**config.mk**
```make
export PLATFORM = sky130hd
export DESIGN_NAME = gamepad_pmod_tx
export DESIGN_NICKNAME = d
export VERILOG_FILES = /design/src/rtl/gamepad_pkg.sv /design/src/rtl/gamepad_tick.sv /design/src/rtl/gamepad_pmod_tx.sv
export SDC_FILE = /design/constraint.sdc
export NUM_CORES = 1
export LEC_CHECK = 0
export CAP_MARGIN = 20
export CORE_ASPECT_RATIO = 0.75
export CORE_MARGIN = 1
export CORE_UTILIZATION = 50
export DETAILED_ROUTE_END_ITERATION = 12
export PLACE_DENSITY = 0.75
export SLEW_MARGIN = 20
export SYNTH_ARGS = -nofsm -noshare
export SYNTH_HDL_FRONTEND = slang
export SYNTH_SLANG_ARGS = --single-unit
```
**constraint.sdc**
```tcl
create_clock -name clk -period 2.39 [get_ports clk]
set_input_delay 0.3585 -clock clk [delete_from_list [all_inputs] [get_ports clk]]
set_output_delay 0.3585 -clock clk [all_outputs]
set_load 0.02 [all_outputs]
```
**src/rtl/gamepad_pkg.sv**
```systemverilog
// rtl/gamepad_pkg.sv - shared widths, absent-pad constant and FSM state encoding
package gamepad_pkg;
  localparam int PAD_BITS = 12;
  localparam int FRAME_BITS = 24;
  localparam logic [PAD_BITS-1:0] PAD_ABSENT = 12'hFFF;

  typedef enum logic [1:0] {
    ST_IDLE  = 2'd0,
    ST_LOAD  = 2'd1,
    ST_SHIFT = 2'd2,
    ST_LATCH = 2'd3
  } state_t;
endpackage

```
**src/rtl/gamepad_tick.sv**
```systemverilog
// rtl/gamepad_tick.sv - half-period phase tick, pulses on the last cycle of each CLK_DIV window
module gamepad_tick #(
  parameter int CLK_DIV = 4
) (
  input  logic clk,
  input  logic rst_n,
  input  logic run,
  output logic tick
);
  logic [7:0] cnt;

  assign tick = run && (cnt == 8'(CLK_DIV - 1));

  // Wraps straight to 0 so consecutive phases and states abut with no filler cycle.
  always_ff @(posedge clk or negedge rst_n) begin
    if (!rst_n) begin
      cnt <= 8'd0;
    end else if (!run || tick) begin
      cnt <= 8'd0;
    end else begin
      cnt <= cnt + 8'd1;
    end
  end
endmodule

```
**src/rtl/gamepad_pmod_tx.sv**
```systemverilog
// rtl/gamepad_pmod_tx.sv - serialises two 12-bit pads to the PMOD gamepad receiver
// Macro GAMEPAD_TX_SECOND_PAD_EN: take the upper frame bits from pad1 instead of 12'hFFF.
module gamepad_pmod_tx
  import gamepad_pkg::*;
#(
  parameter int CLK_DIV   = 4,
  parameter int FRAME_GAP = 16
) (
  input  logic                clk,
  input  logic                rst_n,
  input  logic                en,
  input  logic [PAD_BITS-1:0] pad0,
  input  logic [PAD_BITS-1:0] pad1,
  output logic                pmod_clk,
  output logic                pmod_data,
  output logic                pmod_latch,
  output logic                busy,
  output logic                frame_done
);
  localparam logic [1:0] IDLE  = ST_IDLE;
  localparam logic [1:0] LOAD  = ST_LOAD;
  localparam logic [1:0] SHIFT = ST_SHIFT;
  localparam logic [1:0] LATCH = ST_LATCH;
  localparam logic [15:0] GAP_MAX = 16'(FRAME_GAP);

  logic [1:0]            state;
  logic [15:0]           gap;
  logic [4:0]            bit_idx;
  logic                  phase;
  logic [FRAME_BITS-1:0] shreg;
  logic [FRAME_BITS-1:0] word;
  logic                  tick;
  logic                  run;
  logic                  gap_ready;

`ifdef GAMEPAD_TX_SECOND_PAD_EN
  assign word = {pad1, pad0};
`else
  logic unused_pad1;
  assign unused_pad1 = ^pad1;
  assign word = {PAD_ABSENT, pad0};
`endif

  // True on the last idle cycle of the gap, so LOAD follows exactly FRAME_GAP idle cycles.
  assign gap_ready = ({1'b0, gap} + 17'd1) >= 17'(FRAME_GAP);
  assign run = (state == SHIFT) || (state == LATCH);

  gamepad_tick #(.CLK_DIV(CLK_DIV)) u_tick (
    .clk   (clk),
    .rst_n (rst_n),
    .run   (run),
    .tick  (tick)
  );

  assign pmod_clk   = (state == SHIFT) && phase;
  assign pmod_data  = (state == SHIFT) && shreg[bit_idx];
  assign pmod_latch = (state == LATCH);
  assign busy       = (state != IDLE);
  assign frame_done = (state == LATCH) && tick;

  always_ff @(posedge clk or negedge rst_n) begin
    if (!rst_n) begin
      state   <= IDLE;
      gap     <= 16'd0;
      bit_idx <= 5'd0;
      phase   <= 1'b0;
      shreg   <= '0;
    end else begin
      case (state)
        IDLE: begin
          if (en && gap_ready) begin
            state <= LOAD;
          end else if (gap != GAP_MAX) begin
            gap <= gap + 16'd1;
          end
        end
        LOAD: begin
          shreg   <= word;
          bit_idx <= 5'(FRAME_BITS - 1);
          phase   <= 1'b0;
          state   <= SHIFT;
        end
        SHIFT: begin
          if (tick) begin
            if (!phase) begin
              phase <= 1'b1;
            end else begin
              // Index only moves on low-phase entry, keeping data stable across the rising edge.
              phase <= 1'b0;
              if (bit_idx == 5'd0) begin
                state <= LATCH;
              end else begin
                bit_idx <= bit_idx - 5'd1;
              end
            end
          end
        end
        LATCH: begin
          if (tick) begin
            gap <= 16'd0;
            if (FRAME_GAP == 0 && en) begin
              state <= LOAD;
            end else begin
              state <= IDLE;
            end
          end
        end
        default: state <= IDLE;
      endcase
    end
  end
endmodule

```
Word level (Yosys, flattened, before mapping)
Index checks and enable logic that the tools add are counted.
{ "totals": {"out_inout_bits": 5, "word_cells": 62, "regBits": 45, "inputBits": 27} }
{ "classes": {"n_mux": 20, "add_sub_neg": 4, "n_eq_ne": 13, "magnitude_cmp": 2, "n_reduce_logical": 17} }
{ "op_table": {"columns": ["cell", "n"], "rows": [
  ["2-to-1 mux 16 bit", 3],
  ["one-hot mux 16 bit (2 select lines)", 1],
  ["adder 16 x 1 -> 17 bit, second input constant", 1],
  [">= comparator 17 x 5 -> 1 bit, second input constant", 1],
  ["adder 16 x 1 -> 16 bit, second input constant", 1],
  ["inequality test 16 x 5 -> 1 bit, second input constant", 1],
  ["2-to-1 mux 5 bit", 3],
  ["inequality test 2 bit, second input constant", 6],
  ["2-to-1 mux 2 bit", 5],
  ["one-hot mux 5 bit (2 select lines)", 1],
  ["adder 8 x 1 -> 8 bit, second input constant", 1],
  ["== test 8 x 2 -> 1 bit, second input constant", 1],
  ["2-to-1 mux 8 bit", 1],
  ["one-hot mux 2 bit (4 select lines)", 1],
  ["AND reduction 4 bit", 2],
  ["less-than comparator 5 x 6 -> 1 bit, second input constant", 1],
  ["nonzero test 2 bit", 3],
  ["binary-select mux 1 bit (select 5 bit)", 1],
  ["logical AND 1 bit", 5],
  ["logical NOT 5 bit", 1],
  ["AND reduction 5 bit", 1],
  ["subtractor 5 x 1 -> 5 bit, second input constant", 1],
  ["== test 2 bit, second input constant", 2],
  ["inequality test 2 x 1 -> 1 bit, second input constant", 2],
  ["7 further kinds", 10]
]} }

Logic depth before layout (Yosys ltp)
{ "logic_depth": {"word_depth": 5, "ltp_mapped": 9, "depth_no_buf": 8} }

Hierarchy
Synthesis repeated with hierarchy kept, for this count alone.
{ "unflattened": {"cells_unflattened": 289, "area_unflattened_um2": 2876.5} }
{ "modules_own_cells": {"columns": ["mod", "cells_per_inst", "area_per_inst_um2", "instances", "seq_area_each_um2"], "rows": [
  ["gamepad_pmod_tx", 250, 2477.4, 1, 925.9],
  ["gamepad_tick", 39, 399.1, 1, 200.2]
]} }

Least setup slack after synthesis
No wires, ideal clock.
{ "synth_path": {"path_kind": "reg2reg", "startpoint": "register gap[0]", "endpoint": "register gap[11]", "required_ns": 2.272, "stages_incl_launch_ff": 10, "n_path_buf": 1, "arrival_ns": 2.342, "synth_period_minus_slack_ns": 2.460, "setup_ns": 0.118, "setup_slack_ns": -0.070, "path_cell_list": "dfrtp_1 -> ha_1 -> or4b_1 -> nand2_1 -> mux2i_1 -> a211oi_2 -> a31oi_1 -> buf_2 -> a221o_1 -> a21o_1"} }
{ "synth_between": {"elab_chain_len": 5, "word_cells_on_any_way": 11, "classes_between": "add/sub: 2; order compare: 1; eq/ne: 3; mux: 3; reduce/logical: 2"} }
{ "synth_lines": {"columns": ["item", "line_no", "rtl"], "rows": [
  ["from (decl)", "gamepad_pmod_tx.sv:27", "logic [15:0] gap;"],
  ["from (signal assigned)", "gamepad_pmod_tx.sv:74", "gap <= gap + 16'd1;"],
  ["adder 16 x 1 -> 17 bit", "gamepad_pmod_tx.sv:45", "assign gap_ready = ({1'b0, gap} + 17'd1) >= 17'(FRAME_GAP);"],
  [">= comparator 17 x 5 -> 1 bit", "gamepad_pmod_tx.sv:45", null],
  ["logical AND 1 bit", "gamepad_pmod_tx.sv:71", "if (en && gap_ready) begin"],
  ["inequality test 2 bit (no source line)", null, null],
  ["AND reduction 4 bit (no source line)", null, null]
]} }
Parallel ways exist; a longest one is shown, timed or not. The select of a mux whose other input is x is not followed.
A chain may end at the register's enable or synchronous reset.

Final worst setup path
{ "layout_path": {"startpoint": "register gap[0]", "endpoint": "register gap[4]"} }
The elaborated chain is that of the path after synthesis.

==> metrics.txt <==
outcome=finished, violations left; failing checks=negative setup slack; crit-path max cell delay=470 ps; Routed Antenna Nets=0; multi-input logic area=1610 µm²; Synth Cell Area=2700 µm²; post-place setup slack=-273 ps; total grt overflow=0; Net Sw Power=0.293 mW; top_reg_cell synth=dfrtp_1; WL/cell=16.9 µm; HP Class=input port to asynchronous set/reset pin; Worst VDD drop=0.297 mV; register area=1130 µm²; setup tns final=-1220 ps; slowest CP cell=or4b_4; Final Cycle Share=1.05; Area Growth Syn to Fin=34.1%; distinct cell type count after synthesis=46; crit start category=flip-flop; Design Area, Final=3610 µm²; CP Capture Type=flip-flop; endpoints failing setup=14; RSZ-0062 raised after global routing=true; final WL=6.91 mm; I/O Pins=32; Post-synth EDFFs=0; Core Footprint=5040 µm²; IO Port Bufs=19; Syn Nets=308; critical path type=flip-flop to flip-flop; Pre-antenna DRT Iters=5; leak pwr=1.69 nW; GRT Util Overall=0.255; WP data required=2610 ps; Iter 0 DRT Violations=177; Placer Congestion=0.833; Num CTS Buffers=5; Synth Warn #=0; maximum operating frequency=398 MHz; mean post-synth cell area=9.94 µm²; Cell Chain, Critical Path=ha_4 > or4b_4 > nand2_2 > mux2i_1 > a211oi_2 > a31oi_1 > buf_4 > buf_6 > or4_4 > o211ai_1; CTS tree=yes; non-filler cells, final=409; normalized max-slew margin=0.568; Clk network pwr share=0.362; first-pass GRT wire length=11.1 mm; worst slew pin tran=648 ps; Vias/cell=5.74; HPWL Detailed=4.46 mm; Final Net Count=373; placed instance area=3210 µm²; final setup skew=4.65 ps; Placed Cells=384; largest net degree at the start of global routing=24; final worst slack=-124 ps; Synth Instances=271; starting density of the core=0.535; Max Cap Violations=0; post-synthesis register bit count=45; sequential area share after synthesis=0.418; Clock Path Buffers=2; number of diodes=0; Seq pwr share=0.595; die height=65.6 µm; clock slew at reported path FFs=90 ps; Internal=1.01 mW; vias in the first global route=2294; Switching Fraction=0.224; drc violations=0; pwr/cell area=361 nW/µm²; final hold violation count=0; initial antenna violation count=0; clk root buf=clkbuf_8; DR vias=2346; Filler cells=360; Slew Viols, Final=0; final core occ=0.718; Logic pwr share=0.043; ys async rst share=1.00; share of post-route cells with drive strength above 1=0.371; Clk Latency, worst-skew pair=300 ps; CP max FO=6; clock sinks=45; Worst Reg-to-Reg Cells=10; Row Count=22; CTS H-tree lvls=2; chip width=86.8 µm; area of the die=5690 µm²; min Tclk post-route=2510 ps; crit path DAT=2730 ps
## final cells by class
class / instances / share of cell area
repair buffers: 75 / 0.176
inverters: 15 / 0.0156
multi-input cells: 194 / 0.446
flip-flops and latches: 45 / 0.312
clock buffers: 5 / 0.0190
well taps: 72 / 0.0249
clock inverters: 3 / 0.00588
## layer usage
layer,wire [µm],GRT usage,vias to the layer above
met3,329,0.0540,8
met5,0,0,-
met2,3330,0.412,57
met1,3180,0.343,1159
li1,-,-,1122
met4,68,0.0792,0
## cells in the mapped netlist (6+ instances only)
library cell  instances  area (µm²)
ha_1                 10         125
nor4_1               12        75.1
and3_1                9        56.3
buf_2                 6        30.0
inv_1                15        56.3
dfrtp_1              45        1130
a211o_1              10        87.6
nor3_1                6        30.0
clkbuf_1              9        33.8
nand2_1              11        41.3
nand3_1              18        90.1
nor2_1               22        82.6
o21ai_0               6        30.0
mux2_2               15         169
## critical path, delay by kind of cell, from the launching register on
kind / cells / cell delay (ps)
and+or+nand+nor: 3 / 950
adders and majority gates: 1 / 170
buffers and inverters: 2 / 320
AOI/OAI and AO/OA: 3 / 490
muxes: 1 / 80
DFF: 1 / 430
## layout by cell type (no fill, tap or decap), types with 3 or more instances in the layout
master / count
a21oi_1: 4
nor4_2: 4
nand3_1: 16
nand2b_1: 4
clkbuf_8: 5
mux4_2: 3
xnor2_1: 4
o21ai_0: 4
nor4b_2: 4
nand2_1: 10
mux2_2: 13
ha_1: 8
nor4_1: 7
nor3_1: 4
nand4_1: 3
nor3b_1: 4
inv_1: 15
and3_1: 8
mux2i_1: 4
buf_4: 49
a211o_1: 10
buf_6: 6
dfrtp_1: 43
a21o_1: 4
xor2_1: 5
nor2_1: 21
clkdlybuf4s50_1: 15
or2_2: 5
nor3_2: 3
o211ai_1: 4
## cell families after synthesis
kind of cell,Yosys count,share of synthesized area
AO/OA/AOI/OAI,40,0.112
flip-flops,45,0.418
buffers and inverters,33,0.0515
XOR/XNOR,9,0.0292
multiplexers,22,0.103
adder cells (fa/ha/maj),10,0.0464
AND/OR/NAND/NOR,112,0.240
## worst paths after layout
check	from	endpoint	slack, ps
max in group asynchronous	rst_n	state[0]	1840
hold / removal	rst_n	gap[2]	40
hold reg to reg	u_tick.cnt[0]	u_tick.cnt[0]	490
min in group clk	u_tick.cnt[0]	u_tick.cnt[0]	490
setup reg to reg	gap[0]	gap[4]	-120
setup / recovery	gap[0]	gap[4]	-120
## repair_timing
action,in CTS,in global routing
endpoints found under the hold margin,0,0
pin swaps,16,7
buffers inserted,14,2
setup endpoints to repair,18,19
hold buffers,0,0
gates cloned,1,0
resized for setup,33,15
## state kept, by name (all words and copies together) (netlist names)
name,flops
u_tick.cnt,8
bit_idx,5
shreg,13
phase,1
gap,16
state,2
## power by group through the flow
stage	clock network (mW)	logic, mW	registers [mW]
4_1_cts	0.484	0.0579	0.776
6_report	0.473	0.0566	0.777
5_1_grt	0.521	0.0620	0.778
2_1_floorplan	0	0.0148	0.789
3_5_place_dp	0	0.0578	0.792
3_3_place_gp	0	0.0566	0.791
## through the flow
step | total power [mW] | hold WS, ps
6_report | 1.31 | 44.2
5_1_grt | 1.36 | 76.2
4_1_cts | 1.32 | 64.1
3_5_place_dp | 0.850 | 383
3_3_place_gp | 0.847 | 383
2_1_floorplan | 0.804 | 62.9
(Power assumes the default switching activity.)
